**src/rtl/ee357_muldiv_pkg.sv**
```systemverilog
// ee357_muldiv_pkg
//   Shared definitions for the multiply/divide unit: function codes (the same
//   FUNC_* values the ALU decodes) and the controller state encoding.
package ee357_muldiv_pkg;

   localparam logic [5:0] FUNC_MTHI  = 6'b010001;
   localparam logic [5:0] FUNC_MTLO  = 6'b010011;
   localparam logic [5:0] FUNC_MULT  = 6'b011000;
   localparam logic [5:0] FUNC_MULTU = 6'b011001;
   localparam logic [5:0] FUNC_DIV   = 6'b011010;
   localparam logic [5:0] FUNC_DIVU  = 6'b011011;

   typedef enum logic [1:0] {
      ST_IDLE  = 2'd0,
      ST_RUN   = 2'd1,
      ST_FIXUP = 2'd2,
      ST_DONE  = 2'd3
   } muldiv_state_t;

   // True for every function code this unit acts on.
   function automatic logic is_muldiv_func(input logic [5:0] f);
      logic ok;
      ok = 1'b0;
      case (f)
         FUNC_MTHI, FUNC_MTLO, FUNC_MULT, FUNC_MULTU, FUNC_DIV, FUNC_DIVU: ok = 1'b1;
         default: ok = 1'b0;
      endcase
      return ok;
   endfunction

endpackage

```
**src/rtl/ee357_cond_neg.sv**
```systemverilog
// ee357_cond_neg
//   Conditional two's-complement negation: out = neg ? -in : in.
//   Ports: in (WIDTH) value, neg (1) negate request, out (WIDTH) result.
module ee357_cond_neg #(
   parameter int WIDTH = 32
) (
   input  logic [WIDTH-1:0] in,
   input  logic             neg,
   output logic [WIDTH-1:0] out
);

   assign out = neg ? ((~in) + WIDTH'(1)) : in;

endmodule

```
**src/rtl/ee357_muldiv.sv**
```systemverilog
// ee357_muldiv
//   Iterative multiply/divide unit holding the HI/LO registers.
//   MULT/MULTU use shift-add, DIV/DIVU use restoring division, one bit per
//   clock; signed operations run on magnitudes and fix the sign afterwards.
//   Ports:
//     clk, rst          clock, synchronous active-high reset
//     start, func       request and function code (sampled when not busy)
//     opa, opb          operands (WIDTH)
//     busy, done        in-flight flag, one-cycle completion pulse
//     div_by_zero       set by the last operation if it divided by zero
//     hi, lo            HI/LO result registers (WIDTH)
module ee357_muldiv
   import ee357_muldiv_pkg::*;
#(
   parameter int WIDTH = 32
) (
   input  logic             clk,
   input  logic             rst,
   input  logic             start,
   input  logic [5:0]       func,
   input  logic [WIDTH-1:0] opa,
   input  logic [WIDTH-1:0] opb,
   output logic             busy,
   output logic             done,
   output logic             div_by_zero,
   output logic [WIDTH-1:0] hi,
   output logic [WIDTH-1:0] lo
);

   localparam int CW = $clog2(WIDTH + 1);

   muldiv_state_t      state_reg;
   logic [CW-1:0]      cnt_reg;
   logic [2*WIDTH-1:0] work_reg;     // {partial product | remainder, multiplier | quotient}
   logic [WIDTH-1:0]   opb_reg;      // multiplicand or divisor magnitude
   logic               is_div_reg;
   logic               neg_lo_reg;   // negate product / quotient in FIXUP
   logic               neg_hi_reg;   // negate remainder in FIXUP
   logic [WIDTH-1:0]   hi_reg;
   logic [WIDTH-1:0]   lo_reg;
   logic               dbz_reg;

   // Request decode
   logic is_signed, is_div, accept;
   assign is_signed = (func == FUNC_MULT) || (func == FUNC_DIV);
   assign is_div    = (func == FUNC_DIV)  || (func == FUNC_DIVU);
   assign accept    = start && is_muldiv_func(func) &&
                      ((state_reg == ST_IDLE) || (state_reg == ST_DONE));

   // Operand magnitudes (identity for unsigned ops)
   logic [WIDTH-1:0] opa_mag, opb_mag;
   ee357_cond_neg #(.WIDTH(WIDTH)) u_opa_mag (
      .in(opa), .neg(is_signed & opa[WIDTH-1]), .out(opa_mag));
   ee357_cond_neg #(.WIDTH(WIDTH)) u_opb_mag (
      .in(opb), .neg(is_signed & opb[WIDTH-1]), .out(opb_mag));

   // One iteration of either algorithm
   logic [WIDTH:0]     mul_sum;
   logic [WIDTH:0]     div_trial;
   logic [WIDTH:0]     div_diff;
   logic [2*WIDTH-1:0] step_next;

   always_comb begin
      mul_sum   = {1'b0, work_reg[2*WIDTH-1:WIDTH]} +
                  {1'b0, (work_reg[0] ? opb_reg : {WIDTH{1'b0}})};
      // Remainder shifted left with the next dividend bit; needs WIDTH+1 bits.
      div_trial = {work_reg[2*WIDTH-1:WIDTH], work_reg[WIDTH-1]};
      div_diff  = div_trial - {1'b0, opb_reg};
      step_next = {mul_sum, work_reg[WIDTH-1:1]};
      if (is_div_reg) begin
         if (div_diff[WIDTH])
            step_next = {div_trial[WIDTH-1:0], work_reg[WIDTH-2:0], 1'b0};
         else
            step_next = {div_diff[WIDTH-1:0], work_reg[WIDTH-2:0], 1'b1};
      end
   end

   // Result sign fix
   logic [2*WIDTH-1:0] prod_fix;
   logic [WIDTH-1:0]   quot_fix, rem_fix;
   ee357_cond_neg #(.WIDTH(2*WIDTH)) u_prod_fix (
      .in(work_reg), .neg(neg_lo_reg), .out(prod_fix));
   ee357_cond_neg #(.WIDTH(WIDTH)) u_quot_fix (
      .in(work_reg[WIDTH-1:0]), .neg(neg_lo_reg), .out(quot_fix));
   ee357_cond_neg #(.WIDTH(WIDTH)) u_rem_fix (
      .in(work_reg[2*WIDTH-1:WIDTH]), .neg(neg_hi_reg), .out(rem_fix));

   always_ff @(posedge clk) begin
      if (rst) begin
         state_reg  <= ST_IDLE;
         cnt_reg    <= '0;
         work_reg   <= '0;
         opb_reg    <= '0;
         is_div_reg <= 1'b0;
         neg_lo_reg <= 1'b0;
         neg_hi_reg <= 1'b0;
         hi_reg     <= '0;
         lo_reg     <= '0;
         dbz_reg    <= 1'b0;
      end else if (accept) begin
         dbz_reg <= 1'b0;
         if (func == FUNC_MTHI) begin
            hi_reg    <= opa;
            state_reg <= ST_DONE;
         end else if (func == FUNC_MTLO) begin
            lo_reg    <= opa;
            state_reg <= ST_DONE;
         end else if (is_div && (opb == '0)) begin
            hi_reg    <= opa;
            lo_reg    <= '1;
            dbz_reg   <= 1'b1;
            state_reg <= ST_DONE;
         end else begin
            // Both algorithms start from {0, opa magnitude} with opb magnitude aside.
            work_reg   <= {{WIDTH{1'b0}}, opa_mag};
            opb_reg    <= opb_mag;
            is_div_reg <= is_div;
            neg_lo_reg <= is_signed & (opa[WIDTH-1] ^ opb[WIDTH-1]);
            neg_hi_reg <= is_signed & opa[WIDTH-1];
            cnt_reg    <= CW'(WIDTH);
            state_reg  <= ST_RUN;
         end
      end else begin
         case (state_reg)
            ST_RUN: begin
               work_reg <= step_next;
               cnt_reg  <= cnt_reg - CW'(1);
               if (cnt_reg == CW'(1))
                  state_reg <= ST_FIXUP;
            end
            ST_FIXUP: begin
               if (is_div_reg) begin
                  hi_reg <= rem_fix;
                  lo_reg <= quot_fix;
               end else begin
                  {hi_reg, lo_reg} <= prod_fix;
               end
               state_reg <= ST_DONE;
            end
            ST_DONE: state_reg <= ST_IDLE;
            default: state_reg <= ST_IDLE;
         endcase
      end
   end

   assign busy        = (state_reg == ST_RUN) || (state_reg == ST_FIXUP);
   assign done        = (state_reg == ST_DONE);
   assign div_by_zero = dbz_reg;
   assign hi          = hi_reg;
   assign lo          = lo_reg;

endmodule

```
**config.mk**
```make
export PLATFORM = sky130hd
export DESIGN_NAME = ee357_muldiv
export DESIGN_NICKNAME = d
export VERILOG_FILES = /design/src/rtl/ee357_muldiv_pkg.sv /design/src/rtl/ee357_cond_neg.sv /design/src/rtl/ee357_muldiv.sv
export SDC_FILE = /design/constraint.sdc
export NUM_CORES = 1
export LEC_CHECK = 0
export ABC_AREA = 1
export CAP_MARGIN = 20
export CORE_AREA = 2 2 194 196
export DETAILED_ROUTE_END_ITERATION = 8
export DIE_AREA = 0 0 196 198
export HOLD_SLACK_MARGIN = 0.1
export PLACE_DENSITY = 0.75
export SYNTH_ARGS = -nofsm -noshare
export SYNTH_HDL_FRONTEND = slang
export SYNTH_SLANG_ARGS = --single-unit
```
**constraint.sdc**
```tcl
create_clock -name clk -period 5.1 [get_ports clk]
set_input_delay 0.765 -clock clk [delete_from_list [all_inputs] [get_ports clk]]
set_output_delay 0.765 -clock clk [all_outputs]
set_load 0.005 [all_outputs]
```
**Yosys cells after proc, flatten, opt, wreduce, memory -nomap -nowiden**

Cells that the tools add are included.

- $add $sub $neg: 8
- Eq/ne operators: 17
- Muxes and demuxes: 40
- Bitwise gates (word level): 12
- Reduce and logical (&&, ||, !) cells: 16

Operators by type and width:

| operator | number |
|---|---|
| 32-bit 2-to-1 mux | 17 |
| 64-bit 2-to-1 mux | 8 |
| 32-bit by 1-bit adder with 32-bit output, second input constant | 4 |
| 32-bit inverter | 4 |
| 64-bit by 1-bit adder with 64-bit output, second input constant | 1 |
| 64-bit inverter | 1 |
| 6-bit by 5-bit equality test with 1-bit output, second input constant | 6 |
| 32-bit by 32-bit adder with 33-bit output | 1 |
| 33-bit by 32-bit subtractor with 33-bit output | 1 |
| 32-bit zero test | 1 |
| 6-bit 2-to-1 mux | 5 |
| 2-bit 2-to-1 mux | 5 |
| 4-bit AND reduction | 2 |
| 6-bit by 1-bit equality test with 1-bit output, second input constant | 1 |
| 2-bit inequality test, second input constant | 3 |
| 3-bit by 1-bit inequality test with 1-bit output, second input constant | 2 |
| 3-bit inequality test, second input constant | 2 |
| 3-bit AND reduction | 2 |
| 6-bit OR reduction | 1 |
| 6-bit by 1-bit subtractor with 6-bit output, second input constant | 1 |
| 2-bit equality test, second input constant | 2 |
| 1-bit logical OR | 4 |
| 1-bit 2-to-1 mux | 4 |
| 2-bit one-hot mux with 2 select lines | 1 |
| 7 further kinds | 14 |

- Bits in registers: 172
- Input bits: 73
- Output and inout port bits: 67
- Word-level logic and storage cells: 103

**Longest topological paths before layout**

Gate-level depths: netlist of run 1.

- Word-level depth: 8
- Gate-level depth with buffers: 22
- Gate-level depth less buffers: 20

**By module**

From an unflattened synthesis of run 1, not the netlist that was laid out.

- Cells, all modules: 3882
- Area total of the unflattened synthesis: 20961.4 um^2

By module, submodules not included:

| module | instances | cells each | area each (um^2) | seq. area each (um^2) |
|---|---|---|---|---|
| ee357_muldiv | 1 | 2476 | 14061.0 | 3443.3 |
| ee357_cond_neg (u_opa_mag ...) | 4 | 227 | 1108.6 | 0.0 |
| ee357_cond_neg (u_prod_fix) | 1 | 498 | 2466.1 | 0.0 |

**Worst setup path before layout of run 1**

No wires, ideal clock.

- Path type: register to register
- Start: register work_reg[0]
- End: register work_reg[49]
- Setup time: 0.134 ns
- Arrival time: 2.403 ns
- Required time: 4.966 ns
- Path slack: 2.564 ns
- Stages on the path, launching flop included: 22
- Buffers on the path: 2
- Period minus slack after synthesis: 2.536 ns
- Cells stage by stage: dfxtp_1 > buf_2 > buf_1 > nand2_1 > inv_1 > ha_1 > inv_1 > fa_1 > inv_1 > nand2_1 > nand2_1 > nand2_1 > nand2_1 > nand2_1 > nand2_1 > nand2_1 > nand2_1 > nand3_1 > nand3_1 > nand3_1 > nand3_1 > a21oi_1

- Longest elaborated chain between the ends: 5

RTL lines:

| item | RTL line | source |
|---|---|---|
| start: declaration | ee357_muldiv.sv:34 | `logic [2*WIDTH-1:0] work_reg;` |
| start signal: assignment | ee357_muldiv.sv:115 | `work_reg <= {{WIDTH{1'b0}}, opa_mag};` |
| start signal: assignment | ee357_muldiv.sv:126 | `work_reg <= step_next;` |
| 32-bit 2-to-1 mux | ee357_muldiv.sv:65 | `{1'b0, (work_reg[0] ? opb_reg : {WIDTH{1'b0}})};` |
| 32-bit by 32-bit adder with 33-bit output | ee357_muldiv.sv:64 | `mul_sum = {1'b0, work_reg[2*WIDTH-1:WIDTH]} +` |
| 64-bit 2-to-1 mux | ee357_muldiv.sv:70 | `if (is_div_reg) begin` |
| 64-bit 2-to-1 mux | ee357_muldiv.sv:124 | `case (state_reg)` |
| 64-bit 2-to-1 mux | ee357_muldiv.sv:100 | `end else if (accept) begin` |

No other way between the ends. The select of a mux whose other input is x is not followed.
A chain may end at the register's enable or synchronous reset.

**Final worst setup path of run 1**

- Start: register work_reg[31]
- End: register work_reg[43]

- Longest elaborated chain between the ends: 5

RTL lines:

| item | RTL line | source |
|---|---|---|
| 33-bit by 32-bit subtractor with 33-bit output | ee357_muldiv.sv:68 | `div_diff = div_trial - {1'b0, opb_reg};` |
| 64-bit 2-to-1 mux | ee357_muldiv.sv:71 | `if (div_diff[WIDTH])` |
| 64-bit 2-to-1 mux | ee357_muldiv.sv:70 |  |
| 64-bit 2-to-1 mux | ee357_muldiv.sv:124 |  |
| 64-bit 2-to-1 mux | ee357_muldiv.sv:100 |  |

No other way between the ends. The select of a mux whose other input is x is not followed.

==> metrics, run 1 <==
post-synth top area share 0.2010; CP Launch Type flop; sequential share of the synthesized area 0.2010; TNS Setup 0 ns; final instance area between 15000 and 20000 sq um; vias in the first global route 20039; Std-Cell Rows 71; Max-Slew Margin vs Limit 0.3180; WS Path Type flop to flop; H-tree Lvls 4; Clock Root Buffer clkbuf_16; Clock Skew roughly 0.019 ns; Placed Cells incl. Taps 3582; 1st-iter DRT viols about 2100; post-CTS setup buffer count 0; largest family of logic cells by synthesized area simple AND/OR/NAND/NOR gates; Max IR drop VDD 262.4 uV; share of flip-flops with an asynchronous set or reset 0; placed inst area ~19000 sq um; Synth Area in Compound Gates 0.1758; Pwr Total 6.669 mW; final setup violation count 0; CP cell instances inv_1, ha_1, fa_1, inv_1, nand2_1, nand2_1, nand3_1, nand2_1, nand2_1, nand2_2, nand2_2, nand3_2, buf_4, nand3_1, nand3_1, nand3_1, a21oi_2; Leakage Power roughly 9.2 nW; pin count of the biggest net entering global routing 55; die height 198 microns; initial antenna violation count 2; Post-Syn Area 17130 sq um; CP required 5.51 ns; CP Data Arrival Time 3.86 ns; post-synth net total 3200; Finished Core Util 0.5262; Chip Width 196 microns; CP endpoint kind flop; Worst Setup Slack post-DPL 1.239 ns; CP max-delay cell dfxtp_1; Unique masters post-synth 54; Reg2Reg Capture Point work_reg[43]$_SDFFE_PP0P_; IO buf count roughly 140; PD cells 342.9 nW/um^2; DRC 0; clock sink count 172; Core ar. 36960 sq um; synthesized-area fraction occupied by adder cells 0.05640; CTS buffer count 17; maximum buffer depth of the clock tree 2; Post-synth top cells nand2_1 (844), inv_1 (430), nand3_1 (348); area leader, netlist dfxtp_1; worst hold margin 0.4659 ns; die footprint 38810 sq um; Hold Path Depth 2; Post-synth EDFFs 0; Starting Density 0.4635; CP peak stage delay a little over 0.5 ns; Seq cells post-synth 172; routability congestion estimate from global placement between 1 and 1.5; Hold EP lo[15]$_SDFFE_PP0P_; status completed; top-count cell post-synth nand2_1; final hold violations 0; DP Wirelength 61.01 mm; share of cells above drive strength 1 0.04172; max FFs per register 64; max_cap viols 0; Yosys warning count 0; post-CTS sizing 0; Reg clk slew, reported paths 0.08 ns; CP top delay family simple AND/OR/NAND/NOR gates; XOR/XNOR Fraction of Synth Area 0.02915; Hold Startpoint lo[15]$_SDFFE_PP0P_; crit path time final 3.446 ns; unrepaired setup endpoints after global routing no; first-pass GRT wire length 117.3 mm; Layout Cells excl Fill approximately 3600; IO Count 140; First-pass DRT Iterations 6; Final Max Tran Viols 0; simple-gate portion of the synthesized area 0.4086; final wirelength just under 80 mm; Min-Delay Path Class flop to flop; post-synthesis mux area share 0.0005844; Layout area overhead 13.54%; f_max 290.2 MHz; dominant synthesized flop cell dfxtp_1; Final nets 3276; clock latency reported for the late side of the worst-skew pair ~0.5 ns; Overall Global Routing Usage 0.3992; Worst Max-Slew Pin Slew 1.017 ns; mean area per synthesized cell 5.614 sq um; Antenna Nets Post-Route 0; setup ws final 1.654 ns; Vias/cell 5.855; R2R depth 17; Gate Count Post-Synth 3051; reg-to-reg slack, setup 1.65 ns; CP bufs+invs 3; TritonCTS clock tree built; fin crit share 0.6757; DR vias approximately 21000; top cells by area, synth dfxtp_1 (20%), nand2_1 (18%), nand3_1 (10%); wire length per cell 21.51 microns; hold bufs inserted after CTS 0; worst r2r src work_reg[31]$_SDFFE_PP0P_; CP Max Fanout 33; global route overflow 0
routing by layer:
metal	GRT usage	vias to the layer above	routed length (microns)
li1	-	10079	-
met1	0.4481	9667	28870
met2	0.6829	1116	36300
met3	0.06217	305	6200
met4	0.3070	0	6404
met5	0	-	0
how the worst max path moves through the flow:
stage / slack, ns / depth (start not counted) / endpoint / from
floorplan: 2.56 / 21 / work_reg[49]$_SDFFE_PP0P_ / work_reg[0]$_SDFFE_PP0P_
global placement: 1.30 / 13 / work_reg[52]$_SDFFE_PP0P_ / func[3]
detailed placement: 1.24 / 13 / work_reg[52]$_SDFFE_PP0P_ / func[3]
CTS: 1.74 / 13 / work_reg[52]$_SDFFE_PP0P_ / func[3]
global route: 1.44 / 14 / lo[14]$_SDFFE_PP0P_ / opb[1]
finish: 1.65 / 17 / work_reg[43]$_SDFFE_PP0P_ / work_reg[31]$_SDFFE_PP0P_
cells by family after synthesis:
| logic type | count (synthesis) |
|---|---|
| AOI/OAI and AO/OA | 545 |
| xor gates and xnor gates | 57 |
| adders and majority gates | 76 |
| buffers and inverters | 552 |
| DFF | 172 |
| muxes | 1 |
| and+or+nand+nor | 1648 |
worst register-to-register path: cells and delay by family, from the launching register on:
kind | cells | cell delay (ns)
and+or+nand+nor | 11 | 1.28
AOI/OAI and AO/OA | 1 | 0.13
DFF | 1 | 0.51
buffers and inverters | 3 | 0.75
adders and majority gates | 2 | 0.70
power by group:
part           total [mW]  leakage (nW)  switching [mW]  internal, mW
combinational        3.39          7.54            2.32          1.07
clock                1.49         0.315           0.674         0.820
sequential           1.79          1.40           0.215          1.57
total                6.67          9.25            3.21          3.46
cell type report:
type,count,area (sq um)
fill,3998,17510
multi-input combinational,2327,11490
sequential,172,3447
inverter,440,1652
timing repair buffer,169,1614
tap,474,593.1
clock buffer,18,450.4
clock inverter,14,198.9
antenna,1,2.502
cell usage in the layout, fill, tap and decap left out, types with 7 or more instances in the layout:
cell type        synthesis  layout
a211oi_1                13      13
a21oi_1                218     218
a21oi_2                 12      12
a31oi_1                 15      15
buf_4                    8      31
clkbuf_16                0      18
clkdlybuf4s50_1          0     138
dfxtp_1                172     171
ha_1                    74      74
inv_1                  430     430
inv_2                    9       9
nand2_1                844     844
nand2_2                 20      20
nand3_1                348     347
nand3b_1                19      19
nand4_1                 33      33
nor2_1                 317     317
nor2_2                   8       8
nor3_1                  32      32
nor4_1                   7       7
o211ai_1                17      17
o21ai_0                196     196
o22ai_1                 38      38
or2_2                    7       7
xnor2_1                  9       9
xor2_1                  48      48
No activity file was read; power rests on OpenSTA's default activity.
==> run 2, diff against run 1 <==
- PLACE_DENSITY: 0.75 -> 0.78
- clock period: 5.1 -> 2.9 ns (I/O delays scaled with it)
==> metrics, run 2 (synthesized netlist as in run 1, its figures left out) <==
status completed (unchanged); unrepaired setup endpoints after global routing no (unchanged); Clock Skew 0.01557 ns (was 0.01860 ns); Std-Cell Rows 71 (unchanged); IO buf count 139 (unchanged); final hold violations 0 (unchanged); Antenna Nets Post-Route 0 (unchanged); CTS buffer count 17 (unchanged); vias in the first global route 19226 (was 20039); CP endpoint kind flop (unchanged); CP Max Fanout 31 (was 33); power share of the clock group 0.212 (was 0.224); reg-to-reg slack, setup 0.18 ns (was 1.65 ns); Clock Root Buffer clkbuf_16 (unchanged); Overall Global Routing Usage 0.3487 (was 0.3992); post-CTS setup buffer count 0 (unchanged); Worst Max-Slew Pin Slew 0.7577 ns (was 1.017 ns); DR vias 21187 (was 21167); routability congestion estimate from global placement 1.033 (was 1.029); Layout area overhead 19.39% (was 13.54%); CP Data Arrival Time 3.07 ns (was 3.86 ns); DRC 0 (unchanged); DP Wirelength 54.43 mm (was 61.01 mm); R2R depth 16 (was 17); Placed Cells incl. Taps 3691 (was 3582); Vias/cell 5.688 (was 5.855); Hold Path Depth 2 (unchanged); Max IR drop VDD 450.6 uV (was 262.4 uV); switching power 5.497 mW (was 3.210 mW); Layout Cells excl Fill 3725 (was 3615); placed inst area 19780 sq um (was 18800 sq um); max_cap viols 0 (unchanged); Final Max Tran Viols 0 (unchanged); Hold EP lo[2]$_SDFFE_PP0P_ (was lo[15]$_SDFFE_PP0P_); Hold Startpoint rst (was lo[15]$_SDFFE_PP0P_); die height 198 microns (unchanged); Final nets 3387 (was 3276); share of cells above drive strength 1 0.07598 (was 0.04172); WS Path Type flop to flop (unchanged); crit path time final 2.724 ns (was 3.446 ns); Leakage Power 9.836 nW (was 9.246 nW); Starting Density 0.4635 (unchanged); maximum buffer depth of the clock tree 2 (unchanged); CP Launch Type flop (unchanged); final setup violation count 0 (unchanged); clock latency reported for the late side of the worst-skew pair 0.47 ns (was 0.49 ns); wire length per cell 18.33 microns (was 21.51 microns); pin count of the biggest net entering global routing 55 (unchanged); Core ar. 36960 sq um (unchanged); die footprint 38810 sq um (unchanged); fin crit share 0.9393 (was 0.6757); commonest non-fill, non-tap cell in the layout nand2_1 (unchanged); Fillers 3778 (was 3998); clock sink count 172 (unchanged); IO Count 140 (unchanged); Reg clk slew, reported paths 0.08 ns (about the same); final instance area 20450 sq um (was 19450 sq um); H-tree Lvls 4 (unchanged); global route overflow 0 (unchanged); Comb pwr share 0.522 (was 0.508); Chip Width 196 microns (unchanged); initial antenna violation count 0 (was 2); Internal 6.269 mW (was 3.458 mW); First-pass DRT Iterations 7 (was 6); Max-Slew Margin vs Limit 0.4895 (was 0.3180); PD cells 575.4 nW/um^2 (was 342.9 nW/um^2); worst hold margin 0.3065 ns (was 0.4659 ns); worst r2r src work_reg[0]$_SDFFE_PP0P_ (was work_reg[31]$_SDFFE_PP0P_); sequential share of power 0.265 (was 0.268); Sw Ratio 0.4672 (was 0.4814); 1st-iter DRT viols 2243 (was 2114); first-pass GRT wire length 105.5 mm (was 117.3 mm); Reg2Reg Capture Point work_reg[56]$_SDFFE_PP0P_ (was work_reg[43]$_SDFFE_PP0P_); Min-Delay Path Class input pin to flop (was flop to flop); final wirelength 68.29 mm (was 77.77 mm); TritonCTS clock tree built (unchanged); max FFs per register 64 (unchanged); CP required 3.25 ns (was 5.51 ns); f_max 367.1 MHz (was 290.2 MHz); Ant. Diodes 0 (was 1); commonest non-fill, non-tap cells in the layout nand2_1 (841), inv_1 (430), nand3_1 (347) (was nand2_1 (844), inv_1 (430), nand3_1 (347))
[run 2: through the flow]
step	TNS, ns	total power, mW	util	worst slack [ns]
2_1_floorplan	0	6.870	-	0.3636
3_3_place_gp	-0.002735	8.945	0.5351	-0.002735
3_5_place_dp	-0.1827	8.998	0.5351	-0.03191
4_1_cts	0	11.48	0.5514	0.09835
5_1_grt	0	12.52	0.5533	0.02512
6_report	0	11.77	0.5533	0.1759
[run 2: power by group through the flow]
stage | clock network (mW) | logic, mW | registers (mW)
3_5_place_dp | 0 | 5.84 | 3.16
4_1_cts | 2.50 | 5.87 | 3.11
2_1_floorplan | 0 | 3.78 | 3.09
6_report | 2.50 | 6.15 | 3.12
5_1_grt | 2.60 | 6.74 | 3.17
3_3_place_gp | 0 | 5.79 | 3.15
[run 2: routing by layer]
layer	GRT usage	part of all wire
met1	0.4273	0.40
met2	0.5757	0.45
met3	0.06047	0.088
met4	0.2062	0.061
met5	0	0
[run 2: critical path, cell delays in order, from the launching register on]
cell and delay (ns):
dfxtp_2 0.37, buf_12 0.19, nand2_1 0.13, inv_1 0.07, ha_1 0.27, a21oi_1 0.26
o21ai_0 0.25, inv_1 0.09, nand3_1 0.26, nand2_1 0.21, nand3_1 0.09, nand2_1 0.07
nand3_1 0.08, nand2_1 0.08, inv_1 0.04, nand2_1 0.06, a21oi_1 0.05
[run 2: final cells by class]
cell class	count	area (sq um)	area share
Multi-Input combinational cell	2329	11540	0.5645
Sequential cell	172	3448	0.1686
Timing Repair Buffer	278	2611	0.1277
Inverter	440	1652	0.08077
Tap cell	474	593.1	0.02900
Clock buffer	17	425.4	0.02080
Clock inverter	15	175.2	0.008566
[run 2: worst max-delay path by stage]
stage,start,endpoint
CTS,work_reg[0]$_SDFFE_PP0P_,work_reg[49]$_SDFFE_PP0P_
global placement,opb[0],lo[22]$_SDFFE_PP0P_
floorplan,work_reg[0]$_SDFFE_PP0P_,work_reg[49]$_SDFFE_PP0P_
global route,work_reg[0]$_SDFFE_PP0P_,work_reg[56]$_SDFFE_PP0P_
detailed placement,opb[1],lo[29]$_SDFFE_PP0P_
finish,work_reg[0]$_SDFFE_PP0P_,work_reg[56]$_SDFFE_PP0P_
[run 2: repair_timing]
item,CTS,global route
endpoints found under the setup margin,0,16
hold buffers,0,0
resized for setup,0,13
